### config.mk
export PLATFORM = sky130hd
export DESIGN_NAME = unframer
export DESIGN_NICKNAME = d
export VERILOG_FILES = /design/src/rtl/unframer.sv
export SDC_FILE = /design/constraint.sdc
export NUM_CORES = 1
export LEC_CHECK = 0
export ABC_AREA = 0
export CORE_MARGIN = 5
export CORE_UTILIZATION = 42
export CTS_CLUSTER_SIZE = 8
export DETAILED_ROUTE_END_ITERATION = 12
export GPL_ROUTABILITY_DRIVEN = 0
export PLACE_DENSITY = 0.73
export SLEW_MARGIN = 30
export SYNTH_ARGS = -nofsm -noshare
export SYNTH_HDL_FRONTEND = slang
export SYNTH_SLANG_ARGS = --single-unit
export TNS_END_PERCENT = 1
### constraint.sdc
create_clock -name aclk -period 1.2 [get_ports aclk]
set_clock_uncertainty 0.05 [all_clocks]
set_input_delay 0.18 -clock aclk [delete_from_list [all_inputs] [get_ports aclk]]
set_output_delay 0.18 -clock aclk [all_outputs]
set_load 0.01 [all_outputs]
### src/rtl/unframer.sv
// Receive-side unframer: hunts for START, strips START/STOP, forwards still-escaped payload
// with tlast on the byte before STOP. Optional abort counter under UNFRAMER_ERR_CNT_EN.
module unframer #(
  parameter logic [7:0] START_BYTE  = 8'h7D,
  parameter logic [7:0] STOP_BYTE   = 8'h7E,
  parameter logic [7:0] ESCAPE_BYTE = 8'h7F
) (
  input  logic        aclk,
  input  logic        aresetn,
`ifdef UNFRAMER_ERR_CNT_EN
  input  logic        err_clear,
  output logic [15:0] err_count,
`endif
  input  logic        target_tvalid,
  output logic        target_tready,
  input  logic [7:0]  target_tdata,
  output logic        initiator_tvalid,
  input  logic        initiator_tready,
  output logic [7:0]  initiator_tdata,
  output logic        initiator_tlast
);

  typedef enum logic {IDLE, IN_FRAME} state_t;

  state_t      state, state_n;
  logic        esc_pending, esc_n;
  logic        hold_valid, hold_valid_n;
  logic [7:0]  hold_data, hold_data_n;
  logic        out_valid, out_valid_n;
  logic [7:0]  out_data, out_data_n;
  logic        out_last, out_last_n;
  logic        accept;
  logic        is_data;
  logic        abort;

  // Ready depends only on registered state and downstream ready, never on target_tvalid.
  assign target_tready = (state == IDLE) || !hold_valid || !out_valid || initiator_tready;
  assign accept        = target_tvalid && target_tready;
  assign is_data       = esc_pending || (target_tdata != STOP_BYTE && target_tdata != START_BYTE);

  assign initiator_tvalid = out_valid;
  assign initiator_tdata  = out_data;
  assign initiator_tlast  = out_last;

  always_comb begin
    state_n      = state;
    esc_n        = esc_pending;
    hold_valid_n = hold_valid;
    hold_data_n  = hold_data;
    out_valid_n  = out_valid && !initiator_tready;
    out_data_n   = out_data;
    out_last_n   = out_last;
    abort        = 1'b0;
    if (accept) begin
      unique case (state)
        IDLE: begin
          if (target_tdata == START_BYTE) begin
            state_n = IN_FRAME;
            esc_n   = 1'b0;
          end
        end
        IN_FRAME: begin
          if (is_data) begin
            // The previous held byte is now known not to be last.
            if (hold_valid) begin
              out_valid_n = 1'b1;
              out_data_n  = hold_data;
              out_last_n  = 1'b0;
            end
            hold_data_n  = target_tdata;
            hold_valid_n = 1'b1;
            esc_n        = !esc_pending && (target_tdata == ESCAPE_BYTE);
          end else begin
            // STOP or resync START closes whatever is held; an empty frame emits nothing.
            if (hold_valid) begin
              out_valid_n = 1'b1;
              out_data_n  = hold_data;
              out_last_n  = 1'b1;
            end
            hold_valid_n = 1'b0;
            esc_n        = 1'b0;
            if (target_tdata == STOP_BYTE) state_n = IDLE;
            else                           abort   = 1'b1;
          end
        end
        default: state_n = IDLE;
      endcase
    end
  end

  always_ff @(posedge aclk) begin
    if (!aresetn) begin
      state       <= IDLE;
      esc_pending <= 1'b0;
      hold_valid  <= 1'b0;
      hold_data   <= 8'h00;
      out_valid   <= 1'b0;
      out_data    <= 8'h00;
      out_last    <= 1'b0;
    end else begin
      state       <= state_n;
      esc_pending <= esc_n;
      hold_valid  <= hold_valid_n;
      hold_data   <= hold_data_n;
      out_valid   <= out_valid_n;
      out_data    <= out_data_n;
      out_last    <= out_last_n;
    end
  end

`ifdef UNFRAMER_ERR_CNT_EN
  always_ff @(posedge aclk) begin
    if (!aresetn || err_clear)          err_count <= 16'h0000;
    else if (abort && err_count != 16'hFFFF) err_count <= err_count + 16'h0001;
  end
`else
  logic unused_abort;
  assign unused_abort = abort;
`endif

endmodule

Yosys cells after proc, flatten, opt, wreduce, memory -nomap -nowiden
Cells that the tools add are included.

Bits in registers: 21. Input port bits: 12.

Eq/ne operators: 6. Multiplexer cells: 14. Bitwise logic cells: 1. Reduce and logical (&&, ||, !) cells: 16.

Operators with widths (count): $eq 8x7->1 const B (3); $ne 8x7->1 const B (2); $mux 1 (12); $reduce_and 3->1 (2); $logic_and 1x1->1 (4); $logic_not 1->1 (4); $logic_or 1x1->1 (4); $pmux 1 s2 (2); $reduce_and 2->1 (2); $ne 2x1->1 const B (1); $not 1->1 (1).

Depth between registers and ports, before layout
Depth in word-level cells: 6. Mapped depth: 5. Mapped depth without buffers: 4.

Worst setup path before layout
Ideal clock, no wire load.

Kind: register to register. Start point: register out_valid (netlist: initiator_tvalid). End point: register out_data[7] (netlist: initiator_tdata[7]). Data arrival time: 1.116 ns. Data required time: 1.027 ns. Path slack: -0.089 ns. Stages on the path, launching flop included: 6. Clock period less this slack: 1.289 ns. Cell sequence: dfxtp_1 -> nand4b_2 -> and3_1 -> buf_2 -> nand3_1 -> a21boi_0.

Longest elaborated chain between the ends: 5.

RTL lines: start, declared (line 29) `logic out_valid, out_valid_n;`; start signal, assigned (line 105) `out_valid <= out_valid_n;`; $logic_not 1->1 (line 37) `assign target_tready = (state == IDLE) || !hold_valid || !out_valid || initiator_tready;`; $logic_or 1x1->1 (2 in series) (line 37); named net target_tready (line 15) `output logic target_tready,`; $logic_and 1x1->1 (line 38) `assign accept = target_tvalid && target_tready;`; $reduce_and 3->1 (no source line); end signal, assigned (line 106) `out_data <= out_data_n;`; end, declared (line 30) `logic [7:0] out_data, out_data_n;`.

The timed path passes the listed nets, and every way through them passes these cells. A chain may end at the register's enable or synchronous reset.

Final worst setup path
Start point: input initiator_tready. End point: register hold_data[7].

Longest elaborated chain between the ends: 3.

RTL lines: start, declared (line 18) `input logic initiator_tready,`; $logic_or 1x1->1 (line 37); $logic_and 1x1->1 (line 38); $reduce_and 3->1 (no source line); end signal, assigned (line 104) `hold_data <= hold_data_n;`; end, declared (line 28) `logic [7:0] hold_data, hold_data_n;`.

Every way passes these cells.

==> reports/results.txt <==
outcome - finished, violations left
failing checks - setup timing
Core Rows - 16
Yosys warning total - 0
reg2reg path depth - 4
critical path startpoint - initiator_tready
vias in the first global route - 796
vias per inst - 5.07
Final Hold Violating Endpoints - 0
number of diodes - 0
CTS root buffer - clkbuf_4
final wirelength - 2100 um
fillers - 171
Synth Register Bits - 21
total power - 1.14 mW
reg2reg setup slack - 0 ns
post-layout util - 68.5%
residual DRC count - 0
PortBufs - 22
CP Capture Type - flip-flop
Die Y - 56.6 um
H-Tree Level Count - 1
R2R Path Start - state
commonest non-fill, non-tap cell in the layout - nand2_1
Worst Setup Path Type - in2reg
slew margin rel. - 83.1%
Final Max Slew Viols - 0
Ports - 23
Clock Latency Late Sink - 0.29 ns
clock tree buffer depth - 2
total grt overflow - 0
RSZ-0062 raised after global routing - yes
largest fanout on the critical path - 5
Avg WL per Cell - 12.9 um
Core ar. - 0.00202 mm2
CTS tree - done
CTS Buf Count - 3
Avg Cell Area, Syn - 9.23 um2
fmax - 0.814 GHz
LEAKAGE - 0.608 nW
first-pass GRT wire length - 3390 um
critical path capture point - hold_data[7]
most frequent cells in the layout - nand2_1 (26), dfxtp_1 (17), buf_4 (11), dlygate4sd2_1 (10)
Worst-Margin Slew - 0.251 ns
die footprint - 0.00321 mm2
final worst-path cycle share - 102%
Critical Path AT - 1.40 ns
Chip Width - 56.6 um
fin crit period - 1.23 ns
Final WS setup - -0.0280 ns
detailed-placement wirelength estimate - 1550 um
cts hold-fix bufs - 0
DRT Pass-1 Iters - 4
Starting Density - 45.2%
Vias - 826
syn nets - 111
PwrDens - 820 mW/mm2
proportion of layout cells with a drive suffix above 1 - 25.7%
synthesized area - 913 um2
VDD IR-drop max - 0.536 mV
Hold Path Class - in2reg
antenna violations before repair - 0
register area share after synthesis - 46.0%
largest net degree at the start of global routing - 20
GR Util All Layers - 13.4%
Hold WS - 0.129 ns
Layout area overhead - 51.6%
final net count - 149
iteration-0 DRC count of the detailed router - 7
final-report setup violation count - 6
Required @ worst endpoint - 1.37 ns
DP Cell Count - 157
crit start category - primary input
post-route ant nets - 0
clk sinks - 21
Final Non-Filler Cells - 163
Gate Count Post-Synth - 99
worst r2r dst - hold_data[7]
Reg clk slew, reported paths - 0.11 ns
library cells used by synthesis - 25
total of max-cap violations - 0
-- state kept, by name (all words and copies together), names as in the netlist --
signal and count:
state 1, initiator_tlast 1, hold_data 8, hold_valid 1, initiator_tdata 8, initiator_tvalid 1
esc_pending 1
-- layout make-up --
cell class / instances / area [um2] / share of cell area, %
Clock buffer: 4 / 26.3 / 1.90
Inverter: 1 / 3.75 / 0.271
Multi-Input combinational cell: 73 / 542 / 39.1
Sequential cell: 21 / 428 / 30.9
Tap cell: 27 / 33.8 / 2.44
Timing Repair Buffer: 37 / 352 / 25.4
-- cell usage after synthesis --
master	instances	area share (%)
and2_1	1	0.69
nand4_1	1	0.69
a41oi_2	1	1.8
clkbuf_1	3	1.2
mux2i_1	8	8.8
buf_2	1	0.55
a21boi_0	10	8.2
nor4_1	1	0.69
nand4b_4	1	2.6
nor4_4	1	2.3
dfxtp_1	21	46
o21ai_0	2	1.1
nand2b_1	1	0.69
and3_1	1	0.69
nand4b_2	1	1.6
nand3_1	10	5.5
nor2_4	1	1.2
o21a_1	1	0.82
nor3_1	1	0.55
nand2_1	27	11
inv_1	1	0.41
a21oi_1	1	0.55
a211oi_1	1	0.82
xnor2_1	1	0.96
buf_1	1	0.41
-- per-stage QoR --
| step | TNS (ns) | instance area [um2] | worst slack, ns |
|---|---|---|---|
| finish | -0.0907 | 1390 | -0.0280 |
| global route | -0.820 | 1390 | -0.0924 |
| CTS | -1.84 | 1300 | -0.152 |
| detailed placement | -9.02 | 1280 | -0.510 |
| global placement | -8.35 | 1280 | -0.480 |
| floorplan | 0 | 925 | 0.00429 |
-- timing repair --
action	in CTS	in global routing
gates resized for setup	18	31
endpoints found under the hold margin	0	0
setup endpoints to repair	31	25
setup buffers	0	1
cloned	0	1
pin swaps	1	8
-- report_power, final --
group	total [mW]	switching, mW	internal (mW)
registers	0.695	0.000372	0.695
clock network	0.324	0.195	0.129
logic	0.117	0.0536	0.0635
-- worst max-delay path: stages --
cell,delay [ns]
clkdlybuf4s50_1,0.47
nand4b_4,0.16
nand3_4,0.13
nor2_4,0.24
mux2i_1,0.21
-- worst min-delay path by stage --
stage	startpoint	to	cells after the start
2_1_floorplan	target_tdata[1]	state	1
3_3_place_gp	hold_data[3]	hold_data[3]	2
3_5_place_dp	hold_data[3]	hold_data[3]	2
4_1_cts	target_tdata[2]	hold_data[2]	3
5_1_grt	target_tdata[7]	hold_data[7]	3
6_report	target_tdata[7]	hold_data[7]	3
-- logic make-up after synthesis --
family          Yosys count  share of synthesized area (%)
flops                    21                           46.0
buf+inv                   6                           2.60
compound gates           16                           13.3
xor+xnor                  1                          0.959
mux                       8                           8.77
simple gates             47                           28.4
-- metal layers --
layer  vias to the layer above  part of all wire, %  track usage (%)
met1                       376                   45             16.5
met5                         -                    0                0
met2                        25                   50             22.3
met4                         0                  1.7             6.78
met3                         4                  3.6             2.29
li1                        421                    -                -
Power figures use the tool's default switching activity.
